===== config.mk =====
export PLATFORM = sky130hd
export DESIGN_NAME = enigma_stepper
export DESIGN_NICKNAME = d
export VERILOG_FILES = /design/src/rtl/enigma_pkg.sv /design/src/rtl/rotor_counter.sv /design/src/rtl/enigma_stepper.sv
export SDC_FILE = /design/constraint.sdc
export NUM_CORES = 1
export LEC_CHECK = 0
export ABC_AREA = 1
export BUFFER_PORTS_ARGS = -buffer_cell sky130_fd_sc_hd__clkbuf_2
export CORE_UTILIZATION = 30
export CTS_BUF_LIST = sky130_fd_sc_hd__clkbuf_8
export DETAILED_ROUTE_END_ITERATION = 16
export MAX_ROUTING_LAYER = met4
export PLACE_DENSITY = 0.59
export SYNTH_ARGS = -nofsm -noshare
export SYNTH_HDL_FRONTEND = slang
export SYNTH_SLANG_ARGS = --single-unit

===== constraint.sdc =====
create_clock -name clk -period 2.32 [get_ports clk]
set_input_delay 0.464 -clock clk [delete_from_list [all_inputs] [get_ports clk]]
set_output_delay 0.464 -clock clk [all_outputs]
set_load 0.05 [all_outputs]

===== src/rtl/enigma_pkg.sv =====
// Shared constants, FSM encoding and position arithmetic for the Enigma rotor stepper.
package enigma_pkg;
    localparam int POS_W = 5;
    localparam logic [POS_W-1:0] ALPHA      = 5'd26;
    localparam logic [POS_W-1:0] LAST_POS   = 5'd25;
    localparam logic [POS_W-1:0] DEF_NOTCH1 = 5'd16;
    localparam logic [POS_W-1:0] DEF_NOTCH2 = 5'd4;

    typedef enum logic [1:0] {
        S_IDLE    = 2'd0,
        S_STEP    = 2'd1,
        S_ENCRYPT = 2'd2,
        S_DONE    = 2'd3
    } state_e;

    function automatic logic [POS_W-1:0] wrap_inc(input logic [POS_W-1:0] p);
        return (p >= LAST_POS) ? '0 : p + 5'd1;
    endfunction
endpackage


===== src/rtl/rotor_counter.sv =====
// One rotor position: modulo-26 register with load (out-of-range loads become 0),
// step, and a flag raised while the position sits on this rotor's notch.
module rotor_counter
    import enigma_pkg::*;
#(
    parameter logic [POS_W-1:0] NOTCH = '0
) (
    input  logic             clk,
    input  logic             rst_n,
    input  logic             load_i,
    input  logic [POS_W-1:0] load_val_i,
    input  logic             step_i,
    output logic [POS_W-1:0] pos_o,
    output logic             at_notch_o
);
    logic [POS_W-1:0] pos_q, pos_d;

    always_comb begin
        pos_d = pos_q;
        if (load_i)
            pos_d = (load_val_i < ALPHA) ? load_val_i : '0;
        else if (step_i)
            pos_d = wrap_inc(pos_q);
    end

    always_ff @(posedge clk) begin
        if (!rst_n) pos_q <= '0;
        else        pos_q <= pos_d;
    end

    assign pos_o      = pos_q;
    assign at_notch_o = (pos_q == NOTCH);
endmodule


===== src/rtl/enigma_stepper.sv =====
// Three-rotor Enigma stepping controller: accepts a key, steps the rotors (with the
// double-step anomaly), samples the external encryption path and holds the result.
module enigma_stepper
    import enigma_pkg::*;
#(
    parameter logic [POS_W-1:0] NOTCH1 = DEF_NOTCH1,
    parameter logic [POS_W-1:0] NOTCH2 = DEF_NOTCH2
) (
    input  logic             clk,
    input  logic             rst_n,
    input  logic             load_en,
    input  logic [POS_W-1:0] load_r1,
    input  logic [POS_W-1:0] load_r2,
    input  logic [POS_W-1:0] load_r3,
    input  logic             key_valid,
    input  logic [POS_W-1:0] key_code,
    output logic             key_ready,
    output logic [POS_W-1:0] r1,
    output logic [POS_W-1:0] r2,
    output logic [POS_W-1:0] r3,
    output logic [POS_W-1:0] enc_in,
    input  logic [POS_W-1:0] enc_out,
    output logic             out_valid,
    output logic [POS_W-1:0] out_code,
    input  logic             out_ready,
    output logic             bad_key
);
    state_e           state_q;
    logic [POS_W-1:0] key_q;
    logic [POS_W-1:0] out_code_q;
    logic             out_valid_q;
    logic             bad_key_q;

    logic load_go, key_fire, stepping;
    logic r1_notch, r2_notch, r3_notch_unused;

    assign key_ready = rst_n && (state_q == S_IDLE) && !load_en;
    assign key_fire  = key_ready && key_valid;
    assign load_go   = (state_q == S_IDLE) && load_en;
    assign stepping  = (state_q == S_STEP);

    // Notch flags reflect the pre-step positions, so r2 double-steps off its own notch.
    rotor_counter #(.NOTCH(NOTCH1)) u_r1 (
        .clk(clk), .rst_n(rst_n), .load_i(load_go), .load_val_i(load_r1),
        .step_i(stepping), .pos_o(r1), .at_notch_o(r1_notch)
    );
    rotor_counter #(.NOTCH(NOTCH2)) u_r2 (
        .clk(clk), .rst_n(rst_n), .load_i(load_go), .load_val_i(load_r2),
        .step_i(stepping && (r1_notch || r2_notch)), .pos_o(r2), .at_notch_o(r2_notch)
    );
    rotor_counter #(.NOTCH('0)) u_r3 (
        .clk(clk), .rst_n(rst_n), .load_i(load_go), .load_val_i(load_r3),
        .step_i(stepping && r2_notch), .pos_o(r3), .at_notch_o(r3_notch_unused)
    );

    always_ff @(posedge clk) begin
        if (!rst_n) begin
            state_q     <= S_IDLE;
            key_q       <= '0;
            out_code_q  <= '0;
            out_valid_q <= 1'b0;
            bad_key_q   <= 1'b0;
        end else begin
            bad_key_q <= 1'b0;
            case (state_q)
                S_IDLE: begin
                    if (key_fire) begin
                        if (key_code < ALPHA) begin
                            key_q   <= key_code;
                            state_q <= S_STEP;
                        end else begin
                            bad_key_q <= 1'b1;
                        end
                    end
                end
                S_STEP: state_q <= S_ENCRYPT;
                S_ENCRYPT: begin
                    out_code_q  <= enc_out;
                    out_valid_q <= 1'b1;
                    state_q     <= S_DONE;
                end
                S_DONE: begin
                    if (out_ready) begin
                        out_valid_q <= 1'b0;
                        state_q     <= S_IDLE;
                    end
                end
                default: state_q <= S_IDLE;
            endcase
        end
    end

    assign enc_in    = key_q;
    assign out_code  = out_code_q;
    assign out_valid = out_valid_q;
    assign bad_key   = bad_key_q;
endmodule


After elaboration in Yosys (flattened, before gate mapping):

Cells that the tools add are included.

* reduce and logical (&&, ||, !) cells: 17
* add/subtract/negate cells: 3
* $lt $le $gt $ge: 7
* equal/unequal tests: 8
* multiplexer cells: 19

Operator list (count)
* 5-bit two-way mux: 12
* 5-bit less-than comparator, second input constant: 4
* 5-bit by 1-bit adder with 5-bit output, second input constant: 3
* 5-bit greater-or-equal comparator, second input constant: 3
* 3-bit AND reduction: 3
* 2-bit one-hot mux with 4 select lines: 1
* 2-bit nonzero test: 4
* 1-bit logical AND: 6
* 2-bit two-way mux: 3
* 5-bit by 3-bit == test with 1-bit output, second input constant: 1
* 5-bit == test, second input constant: 1
* 2-bit == test, second input constant: 2
* 2-bit != test, second input constant: 2
* 2-bit by 1-bit == test with 1-bit output, second input constant: 1
* 2-bit logical NOT: 1
* 1-bit two-way mux: 2
* 2-bit by 1-bit != test with 1-bit output, second input constant: 1
* 1-bit one-hot mux with 2 select lines: 1
* 2-bit AND reduction: 1
* 1-bit logical NOT: 1
* 1-bit logical OR: 1

* bits in registers: 29

Depth between registers and ports, before layout:

Gate-level depths: netlist (run 1).

* depth in word-level cells: 6
* mapped depth: 10

By module:

A second synthesis (run 1) with hierarchy kept.

* cell total of the unflattened synthesis: 296
* area, all modules: 1983.2 um^2

Modules (own cells, without submodules)
* rotor_counter: seq. area each 100.1 um^2, cells an instance 68, area each 440.4 um^2, times used 3
* enigma_stepper: seq. area each 280.3 um^2, cells an instance 92, area each 661.9 um^2, times used 1

Worst setup path after synthesis (run 1):

Ideal clock, no wire load.

* path kind: flip-flop to flip-flop
* start: register u_r2.pos_q[0] (netlist: u_r2.pos_o[0])
* end: register u_r2.pos_q[3] (netlist: u_r2.pos_o[3])
* period minus slack after synthesis: 1.660 ns
* arrival time: 1.542 ns
* required time: 2.202 ns
* setup slack: 0.660 ns
* stages on the path, launching flop included: 9
* cells stage by stage: dfxtp_1 -> inv_1 -> ha_1 -> nand2_1 -> inv_1 -> nand3_1 -> nand3_2 -> o21ai_0 -> nor2_1

* word-level cells in the longest chain between the ends: 4
* elaborated cells between the ends (all ways): 9
* classes of those cells: add/sub: 1; order compare: 1; eq/ne: 1; mux: 3; reduce/logical: 3

RTL lines
* from (decl): RTL line rotor_counter.sv:16 `logic [POS_W-1:0] pos_q, pos_d;`
* from (signal assigned): RTL line rotor_counter.sv:28 `else pos_q <= pos_d;`
* 5-bit by 1-bit adder with 5-bit output, or another cell as far along: RTL line enigma_pkg.sv:17 `return (p >= LAST_POS) ? '0 : p + 5'd1;`
* 5-bit two-way mux or 1-bit logical OR (tied branches): RTL line enigma_pkg.sv:17, enigma_stepper.sv:49
* 5-bit two-way mux or 1-bit logical AND (tied branches): RTL line rotor_counter.sv:22, enigma_stepper.sv:49
* 5-bit two-way mux or 2-bit nonzero test (tied branches)

Parallel ways exist; a longest one is shown, timed or not. The select of a mux whose other input is x is not followed.
A chain may end at the register's enable or synchronous reset.

Worst setup path in the final report (run 1):

* start: register state_q[0]
* end: output key_ready

* word-level cells in the longest chain between the ends: 3

RTL lines
* from (decl): RTL line enigma_stepper.sv:28 `state_e state_q;`
* from (signal assigned): RTL line enigma_stepper.sv:58 `state_q <= S_IDLE;`
* from (signal assigned): RTL line enigma_stepper.sv:70 `state_q <= S_STEP;`
* from (signal assigned): RTL line enigma_stepper.sv:76 `S_STEP: state_q <= S_ENCRYPT;`
* 2-bit logical NOT: RTL line enigma_stepper.sv:37 `assign key_ready = rst_n && (state_q == S_IDLE) && !load_en;`
* 1-bit logical AND (2 in a row): RTL line enigma_stepper.sv:37
* to (decl): RTL line enigma_stepper.sv:17 `output logic key_ready,`

No other way between the ends.

==> reports/results.tsv, run 1 <==
metric	value	unit
CP Max Fanout	5	
Gate Count Post-Synth	280	
xor and xnor fraction of the mapped netlist area	3.87	%
Tmin final	1.90	ns
largest net degree at the start of global routing	21	
layout cells sized above 1	20.8	%
R2R Setup Slk	0.54	ns
Ant. Diodes	0	
placeable core region	5680	sq um
Die Y	79.7	um
vias in the first global route	1754	
Post-CTS Setup Bufs	0	
Placement Setup Slack	0.555	ns
Vias/cell	4.62	
Critical Path Sink Type	output port	
final worst slack	0.422	ns
relative slew slack	78.2	%
CTS clock-pin slew for the worst setup and hold paths	0.07	ns
fmax	527	MHz
grt total ovfl	0	
Syn Std Cell Area	1810	sq um
# IOs	58	
clk_skew	0.00470	ns
main combinational cell family by area after synthesis	simple AND/OR/NAND/NOR gates	
Max Cap Violations	0	
Pwr per Cell Area	1300	nW/um^2
ys async rst share	0	%
mux share of post-synthesis cell area	0	%
VDD IR max	0.677	mV
Synth Flop Type	dfxtp_1	
RSZ-0062 raised after global routing	no	
crit path launch type	flop	
critical path type	flop to output port	
simple-gate portion of the synthesized area	33.6	%
Mapped Nets	323	
via count	1906	
Synth top area share	32.1	%
average cell area after synthesis	6.46	sq um
port bufs	57	
# setup viols final	0	
Synth Warn #	0	
cts hold-fix bufs	0	
leakage	1.24	nW
number of flops mapped to enable cells by yosys	0	
DRT Pass-1 Iters	4	
Reg2Reg Depth	7	
DIE WIDTH	79.7	um
initial drt markers	61	
Seq/Total Area, Yosys	32.1	%
Adder-Cell Fraction of Synth Area	8.99	%
Hold Path Class	primary input to flop	
# DRC	0	
Initial Util	31.9	%
Synth cell types	21	
aggregate routed wire length	4360	um
fin nets	383	
Num CTS Buffers	5	
Slew @ Worst Pin	0.326	ns
Max Slew Vio Count	0	
HPWL Detailed	3330	um
Yosys reg bits	29	
H-tree depth	2	
area grow syn2layout	26.0	%
Root Buffer	clkbuf_8	
Synth area leader	dfxtp_1	
routability cong.	0.817	
TritonCTS clock tree	yes	
num rows	27	
status	finished clean	
top post-synthesis cells by area	dfxtp_1 (32%), nor2_1 (15%), ha_1 (9.0%), nand2_1 (8.5%), o21ai_0 (7.7%)	
clk sinks	29	
Post-synth top cells	nor2_1 (73), nand2_1 (41), inv_1 (37), dfxtp_1 (29), o21ai_0 (28)	
most common cell in the netlist	nor2_1	
hold path depth	3	
CTS Buffer Depth	2	
Clock Latency Late Sink	0.28	ns
GRT Util Overall	15.7	%
Final ANT Viol Nets	0	
PostCTS Resize Cnt	0	
critical path arrival	1.43	ns
setup tns final	0	ns
initial antenna violation count	0	
first-pass GRT wire length	7600	um
post-detailed-route wirelength per cell	10.5	um
CP required	1.86	ns
final worst path period share	81.8	%
Synth Area in Compound Gates	11.5	%
DIE AREA	6350	sq um
final hold violations	0	
## routing by layer
| metal | track usage (%) | routed length (um) | vias up |
|---|---|---|---|
| li1 | - | - | 1006 |
| met1 | 18.7 | 2040 | 842 |
| met2 | 25.4 | 2020 | 51 |
| met3 | 4.91 | 246 | 7 |
| met4 | 4.36 | 47 | 0 |
| met5 | - | 0 | - |
## cell families after synthesis
| logic type | Yosys count |
|---|---|
| AOI/OAI and AO/OA | 40 |
| xor gates and xnor gates | 8 |
| adders and majority gates | 13 |
| buffers and inverters | 44 |
| DFF | 29 |
| and+or+nand+nor | 146 |
## power breakdown
group / switching [mW] / internal, mW / total (mW) / leakage [nW]
combinational: 1.12 / 0.457 / 1.58 / 0.943
clock: 0.197 / 0.345 / 0.543 / 0.0626
sequential: 0.199 / 0.655 / 0.854 / 0.239
## placed cells by master (no fill, tap or decap)
master     instances
nor2_1            73
clkbuf_2          57
nand2_1           41
inv_1             38
dfxtp_1           29
o21ai_0           28
nand3_1           23
ha_1              13
a21oi_1            8
xor2_1             6
clkbuf_8           6
nand4_1            5
o211ai_1           3
nand2_2            2
xnor2_1            2
buf_4              2
inv_2              1
nor2_4             1
nand3_2            1
a31oi_1            1
bufinv_16          1
## area by class of cell
type,count,area [sq um]
Multi-Input combinational cell,207,1050
Timing Repair Buffer,59,300
Tap cell,72,90.1
Clock inverter,2,33.8
Fill cell,623,3400
Clock buffer,6,82.6
Sequential cell,29,581
Inverter,38,143
## state kept, by name (all words and copies together) (netlist names)
| register | flops |
|---|---|
| bad_key | 1 |
| enc_in | 5 |
| out_code | 5 |
| out_valid | 1 |
| state_q | 2 |
| u_r1.pos_o | 5 |
| u_r2.pos_o | 5 |
| u_r3.pos_o | 5 |
## metrics by stage
| stage | std cells | power, mW | hold WS (ns) | cell area [sq um] | utilization, % |
|---|---|---|---|---|---|
| 5_1_grt | 413 | 3.24 | 0.401 | 2280 | 40.2 |
| 6_report | 413 | 2.97 | 0.401 | 2280 | 40.2 |
| 4_1_cts | 413 | 3.01 | 0.394 | 2280 | 40.2 |
| 3_5_place_dp | 405 | 2.45 | 0.464 | 2160 | 38.1 |
| 3_3_place_gp | 405 | 2.44 | 0.462 | 2160 | 38.1 |
| 2_1_floorplan | 280 | 2.09 | 0.578 | 1810 | - |
## path summary, 6_finish.rpt
kind	to	start
max	key_ready	state_q[0]
min	out_code[0]	enc_out[0]
max reg2reg	u_r2.pos_o[3]	state_q[0]
min reg2reg	enc_in[4]	enc_in[4]
## critical path, cell delays in order, from the launching register on
cell and delay, ns:
dfxtp_1 0.33, inv_1 0.14, ha_1 0.26, nand3_1 0.09
inv_1 0.06, clkbuf_2 0.27
(Power assumes the default switching activity.)
==> run 2: changes to the inputs <==
- PLACE_DENSITY: 0.59 -> 0.61
- clock period: 2.32 -> 1.5 ns (I/O delays scaled with it)
==> run 2 against run 1 <==
Clock-buffer cell count is the same. Final cell count grew 1.9%. Non-clock buffer count grew 8. Die area stayed put. Critical path depth is the same. Global-route usage decreased by 1.2 points. Critical endpoint unchanged. Clock power up 59%. Sequential cell count did not move. Register-to-register slack got worse by 0.41 ns. Sequential share of layout area is 0.99 points lower. First-iteration DRC count fell by 1.6%.
==> reports/results.tsv, run 2 (same netlist as run 1, synthesis figures left out) <==
metric	value	unit	change
initial drt markers	60		-1.6%
Initial Util	31.9	%	unchanged
CP required	1.20	ns	-0.66 ns
Flop pwr share	26.9	%	-1.8 points
RSZ-0062 raised after global routing	yes		
area grow syn2layout	33.3	%	
first-pass GRT wire length	7130	um	-6.2%
CTS clock-pin slew for the worst setup and hold paths	0.07	ns	about the same
Reg2Reg Depth	8		+1
placeable core region	5680	sq um	unchanged
critical path arrival	1.16	ns	-0.27 ns
status	finished clean		
clock share of power	17.7	%	-0.6 points
# setup viols final	0		unchanged
# IOs	58		unchanged
final worst path period share	97.2	%	
initial antenna violation count	0		unchanged
aggregate routed wire length	4340	um	-0.30%
Critical path origin	state_q[1]		
VDD IR max	0.878	mV	+30%
Hold Path Class	primary input to flop		
largest net degree at the start of global routing	29		+38%
vias in the first global route	1691		-3.6%
commonest cells after routing, fill and taps aside	nor2_1 (73), clkbuf_2 (56), nand2_1 (41), inv_1 (34), o21ai_0 (28)		
Ant. Diodes	0		unchanged
critical path type	flop to output port		
grt total ovfl	0		unchanged
cts hold-fix bufs	0		unchanged
fin nets	391		+2.1%
Total Power	4.89	mW	+65%
via count	1921		+0.79%
Critical Path Sink Type	output port		
post-detailed-route wirelength per cell	10.3	um	-2.2%
Clock Latency Late Sink	0.28	ns	about the same
combinational power share	55.4	%	+2.4 points
R2R Setup Slk	0.13	ns	-0.41 ns
DRT Pass-1 Iters	4		unchanged
Vias/cell	4.56		-1.1%
NetSw	2.43	mW	+60%
Root Buffer	clkbuf_8		
CP Max Fanout	4		-1
final hold violations	0		unchanged
num rows	27		unchanged
CTS Buffer Depth	2		unchanged
DIE AREA	6350	sq um	unchanged
Pint	2.47	mW	+69%
# fillers	603		-3.2%
crit path launch type	flop		
Pwr per Cell Area	2030	nW/um^2	+56%
Die Y	79.7	um	unchanged
multi-input logic area	1090	sq um	+4.1%
DIE WIDTH	79.7	um	unchanged
TritonCTS clock tree	yes		
Reg-to-Reg End	u_r1.pos_o[4]		
GRT Util Overall	14.5	%	-1.2 points
Final ANT Viol Nets	0		unchanged
Max Slew Vio Count	0		unchanged
# DRC	0		unchanged
total area of sequential cells	591	sq um	+1.7%
H-tree depth	2		unchanged
fmax	686	MHz	
Num CTS Buffers	5		unchanged
layout cells sized above 1	26.9	%	+6.1 points
placed cells	411		+1.5%
clk sinks	29		unchanged
CP Capture Point	key_ready		
relative slew slack	76.8	%	-1.4 points
HPWL Detailed	3250	um	-2.5%
worst r2r src	state_q[1]		
Tmin final	1.46	ns	
routability cong.	0.799		-2.2%
switching share of power	49.6	%	-1.4 points
clk_skew	0.00429	ns	-0.000404 ns
Max Cap Violations	0		unchanged
port bufs	57		unchanged
non-filler cells, final	421		+1.9%
Slew @ Worst Pin	0.347	ns	+0.0203 ns
leakage	1.29	nW	+3.3%
most common cell after layout, fill and taps aside	nor2_1		
[run 2: how the worst min path moves through the flow]
stage                          start     endpoint  slack, ns  cells past startpoint
final                     enc_out[1]  out_code[1]       0.24                      3
after global routing      enc_out[2]  out_code[2]       0.24                      3
after CTS                 enc_out[1]  out_code[1]       0.23                      3
after detailed placement   enc_in[3]    enc_in[3]       0.47                      2
after global placement     enc_in[4]    enc_in[4]       0.46                      2
after floorplan           enc_out[4]  out_code[4]       0.43                      2
[run 2: worst max-delay path, cell delays in order (launching register included)]
cell     delay (ns)
dfxtp_2        0.34
inv_4          0.08
ha_4           0.15
nand3_1        0.10
inv_2          0.08
buf_8          0.14
[run 2: stage by stage]
step                area, sq um  setup TNS, ns  setup WS [ns]  hold WS, ns  util (%)
floorplan                  1820              0         0.0586        0.435         -
global placement           2220              0         0.0427        0.458      39.1
detailed placement         2220              0         0.0173        0.467      39.1
CTS                        2370              0        0.00874        0.235      41.8
global route               2410       -0.00241       -0.00241        0.236      42.5
finish                     2410              0         0.0427        0.238      42.5
[run 2: timing repair]
| item | CTS | global route |
|---|---|---|
| setup endpoints to repair | 2 | 11 |
| gates resized for setup | 9 | 7 |
| buffers inserted | 0 | 2 |
| pin swaps | 0 | 1 |
| hold endpoints to repair | 0 | 0 |
[run 2: power by group through the flow]
stage,Clock (mW),Combinational [mW],Sequential [mW]
detailed placement,0,2.57,1.33
CTS,0.886,2.64,1.32
global placement,0,2.56,1.32
finish,0.866,2.71,1.32
floorplan,0,1.23,2.02
global route,0.924,2.99,1.36
[run 2: layout make-up]
| cell class | count | area share (%) |
|---|---|---|
| inverter | 38 | 6.02 |
| timing repair buffer | 67 | 15.5 |
| multi-input combinational | 207 | 45.3 |
| tap | 72 | 3.73 |
| clock inverter | 2 | 1.56 |
| clock buffer | 6 | 3.42 |
| sequential | 29 | 24.5 |
[run 2: layer usage]
layer  up-vias  GRT usage (%)  routed length, um
li1       1022              -                  -
met1       836           16.8               2030
met2        59           24.9               2020
met3         4           3.43                255
met4         0           3.82                 44
met5         -              -                  0
==> run 3: changes to the inputs <==
- ABC_AREA: 1 -> default
- CORE_ASPECT_RATIO: default -> 0.5
==> run 3 against run 2 <==
The run now ends with design-rule violations, negative setup slack left. Clock-buffer cell count shrank 1. Worst hold slack improved by 0.012 ns. Core utilization up 8.6 points.
==> reports/results.tsv, run 3 <==
metric	value	unit	change
simple-gate portion of the synthesized area	23.2	%	-10 points
TritonCTS clock tree	yes		
failing checks	design-rule violations, negative setup slack		
VDD IR max	0.582	mV	-34%
main combinational cell family by area after synthesis	compound AO/OA/AOI/OAI gates		
M1 GR Usage	19.4	%	+2.6 points
Root Buffer	clkbuf_8		
Max Slew Vio Count	0		unchanged
Slew @ Worst Pin	0.385	ns	+0.0388 ns
initial drt markers	106		+77%
GRT Util Overall	17.5	%	+3.0 points
Die Y	56.6	um	-29%
initial antenna violation count	0		unchanged
final hold violations	0		unchanged
xor and xnor fraction of the mapped netlist area	0	%	-3.9 points
first-pass GRT wire length	8590	um	+20%
routability cong.	0.837		+4.7%
layout cells sized above 1	51.4	%	+25 points
status	finished, violations left		
HPWL Detailed	3850	um	+19%
num rows	19		-30%
most common cell after layout, fill and taps aside	clkbuf_2		
critical path arrival	1.92	ns	+0.76 ns
fmax	580	MHz	-15%
Num CTS Buffers	5		unchanged
Synth Warn #	0		unchanged
Adder-Cell Fraction of Synth Area	9.09	%	+0.10 points
DRT Pass-1 Iters	10		+6
Final ANT Viol Nets	0		unchanged
critical path type	flop to flop		
largest net degree at the start of global routing	14		-52%
# IOs	58		unchanged
met3 Usage GRT	4.21	%	+0.78 points
met2 Track Usage GR	30.3	%	+5.4 points
Yosys reg bits	29		unchanged
Tmin final	1.72	ns	+0.267 ns
final worst path period share	115	%	+18 points
CP required	1.69	ns	+0.49 ns
top post-synthesis cells by area	dfxtp_1 (32%), ha_1 (9.1%), mux2i_1 (5.6%), o21ai_0 (5.0%), a21oi_1 (4.5%)		
Gate Count Post-Synth	214		-24%
DIE AREA	6300	sq um	-0.79%
CTS clock-pin slew for the worst setup and hold paths	0.07	ns	about the same
Critical Path Sink Type	flop		
final worst slack	-0.224	ns	-0.267 ns
Seq/Total Area, Yosys	32.4	%	+0.36 points
area grow syn2layout	60.2	%	
Syn Std Cell Area	1790	sq um	-1.1%
# DRC	2		+2
RSZ-0062 raised after global routing	yes		
DIE WIDTH	111	um	+40%
number of flops mapped to enable cells by yosys	0		unchanged
Synth cell types	51		+140%
Clock Latency Late Sink	0.29	ns	about the same
CTS Buffer Depth	2		unchanged
Vias/cell	5.22		+14%
crit path launch type	flop		
Placement Setup Slack	-0.186	ns	-0.203 ns
Hold Path Class	primary input to flop		
Synth top area share	32.4	%	+0.36 points
vias in the first global route	1957		+16%
fin nets	355		-9.2%
WHS	0.250	ns	+0.0121 ns
Ant. Diodes	0		unchanged
Pwr per Cell Area	1590	nW/um^2	-22%
relative slew slack	74.1	%	-2.6 points
Initial Util	31.9	%	about the same
CP Max Fanout	4		unchanged
most used routing layer	met2		
Post-synth top cells	dfxtp_1 (29), o21ai_0 (18), nand2_1 (17), a21oi_1 (16)		
most common cell in the netlist	dfxtp_1		
clk sinks	29		unchanged
mux share of post-synthesis cell area	6.22	%	+6.2 points
placeable core region	5610	sq um	-1.1%
post-detailed-route wirelength per cell	14.0	um	+36%
leakage	1.24	nW	-3.4%
port bufs	57		unchanged
grt total ovfl	0		unchanged
ys async rst share	0	%	unchanged
commonest cells after routing, fill and taps aside	clkbuf_2 (56), buf_4 (37), dfxtp_1 (16), a21oi_1 (15), nand2_1 (15)		
Mapped Nets	257		-20%
Max Cap Violations	0		unchanged
H-tree depth	2		unchanged
cts hold-fix bufs	0		unchanged
Synth Area in Compound Gates	24.3	%	+13 points
average cell area after synthesis	8.36	sq um	+29%
aggregate routed wire length	5410	um	+25%
Synth Flop Type	dfxtp_1		
via count	2016		+4.9%
Synth area leader	dfxtp_1		
# setup viols final	9		+9
clk_skew	0.00740	ns	+0.00310 ns
[run 3: changes by cell type in the layout (fill, tap and decap cells not counted), moves of 7 or more]
cell / change
nor2_1: -61
buf_4: +28
inv_1: -28
nand2_1: -26
o21ai_0: -14
nand3_1: -13
mux2i_1: +10
a21oi_1: +7
[run 3: cells by family (layout without fill, tap and decap cells)]
kind of cell,Yosys count,after routing
simple gates,73,73
compound gates,66,66
flops,29,29
buf+inv,22,121
fa+ha+maj,13,13
mux,11,11
[run 3: timing repair]
item	CTS	global route
buffers inserted	2	9
pin swaps	7	17
setup endpoints to repair	20	20
gates resized for setup	20	32
hold endpoints to repair	0	0
[run 3: per-layer routing]
| layer | wire, um | share of wire [%] |
|---|---|---|
| met5 | 0 | 0 |
| met4 | 109 | 2.0 |
| met3 | 264 | 4.9 |
| met2 | 2800 | 52 |
| met1 | 2240 | 41 |
[run 3: area by class of cell]
| cell class | count | area (sq um) |
|---|---|---|
| clock buffer | 5 | 68.8 |
| clock inverter | 3 | 65.1 |
| fill | 520 | 2740 |
| inverter | 12 | 52.6 |
| multi-input combinational | 163 | 1320 |
| sequential | 29 | 612 |
| tap | 73 | 91.3 |
| timing repair buffer | 101 | 661 |
[run 3: per-stage QoR]
stage	util (%)	instance area (sq um)	std cells	total power, mW	TNS, ns
after floorplan	-	1880	214	2.37	-1.52
after global placement	43.7	2450	367	3.05	-1.32
after detailed placement	43.7	2450	367	3.09	-1.64
after CTS	47.4	2660	377	4.23	-1.32
after global routing	51.1	2870	386	4.80	-2.15
final	51.1	2870	386	4.56	-1.31
[run 3: power by group]
part / switching (mW) / total, mW / leakage, nW / internal, mW
sequential: 0.166 / 1.11 / 0.244 / 0.945
clock: 0.326 / 0.986 / 0.0681 / 0.660
combinational: 1.35 / 2.47 / 0.931 / 1.12
[run 3: path summary, 6_finish.rpt]
path	start	end	slack (ns)	cells past startpoint
worst max-delay path	u_r3.pos_o[1]	u_r3.pos_o[2]	-0.22	6
worst min-delay path	enc_out[0]	out_code[0]	0.25	3
worst max register to register	u_r3.pos_o[1]	u_r3.pos_o[2]	-0.22	6
worst min register to register	enc_in[3]	enc_in[3]	0.45	2
[run 3: worst max-delay path, stage by stage, from the launching register on]
cell      delay [ns]
dfxtp_4         0.37
inv_2           0.05
ha_4            0.16
nor4_4          0.18
nor2_2          0.07
or4b_1          0.52
a311oi_1        0.28
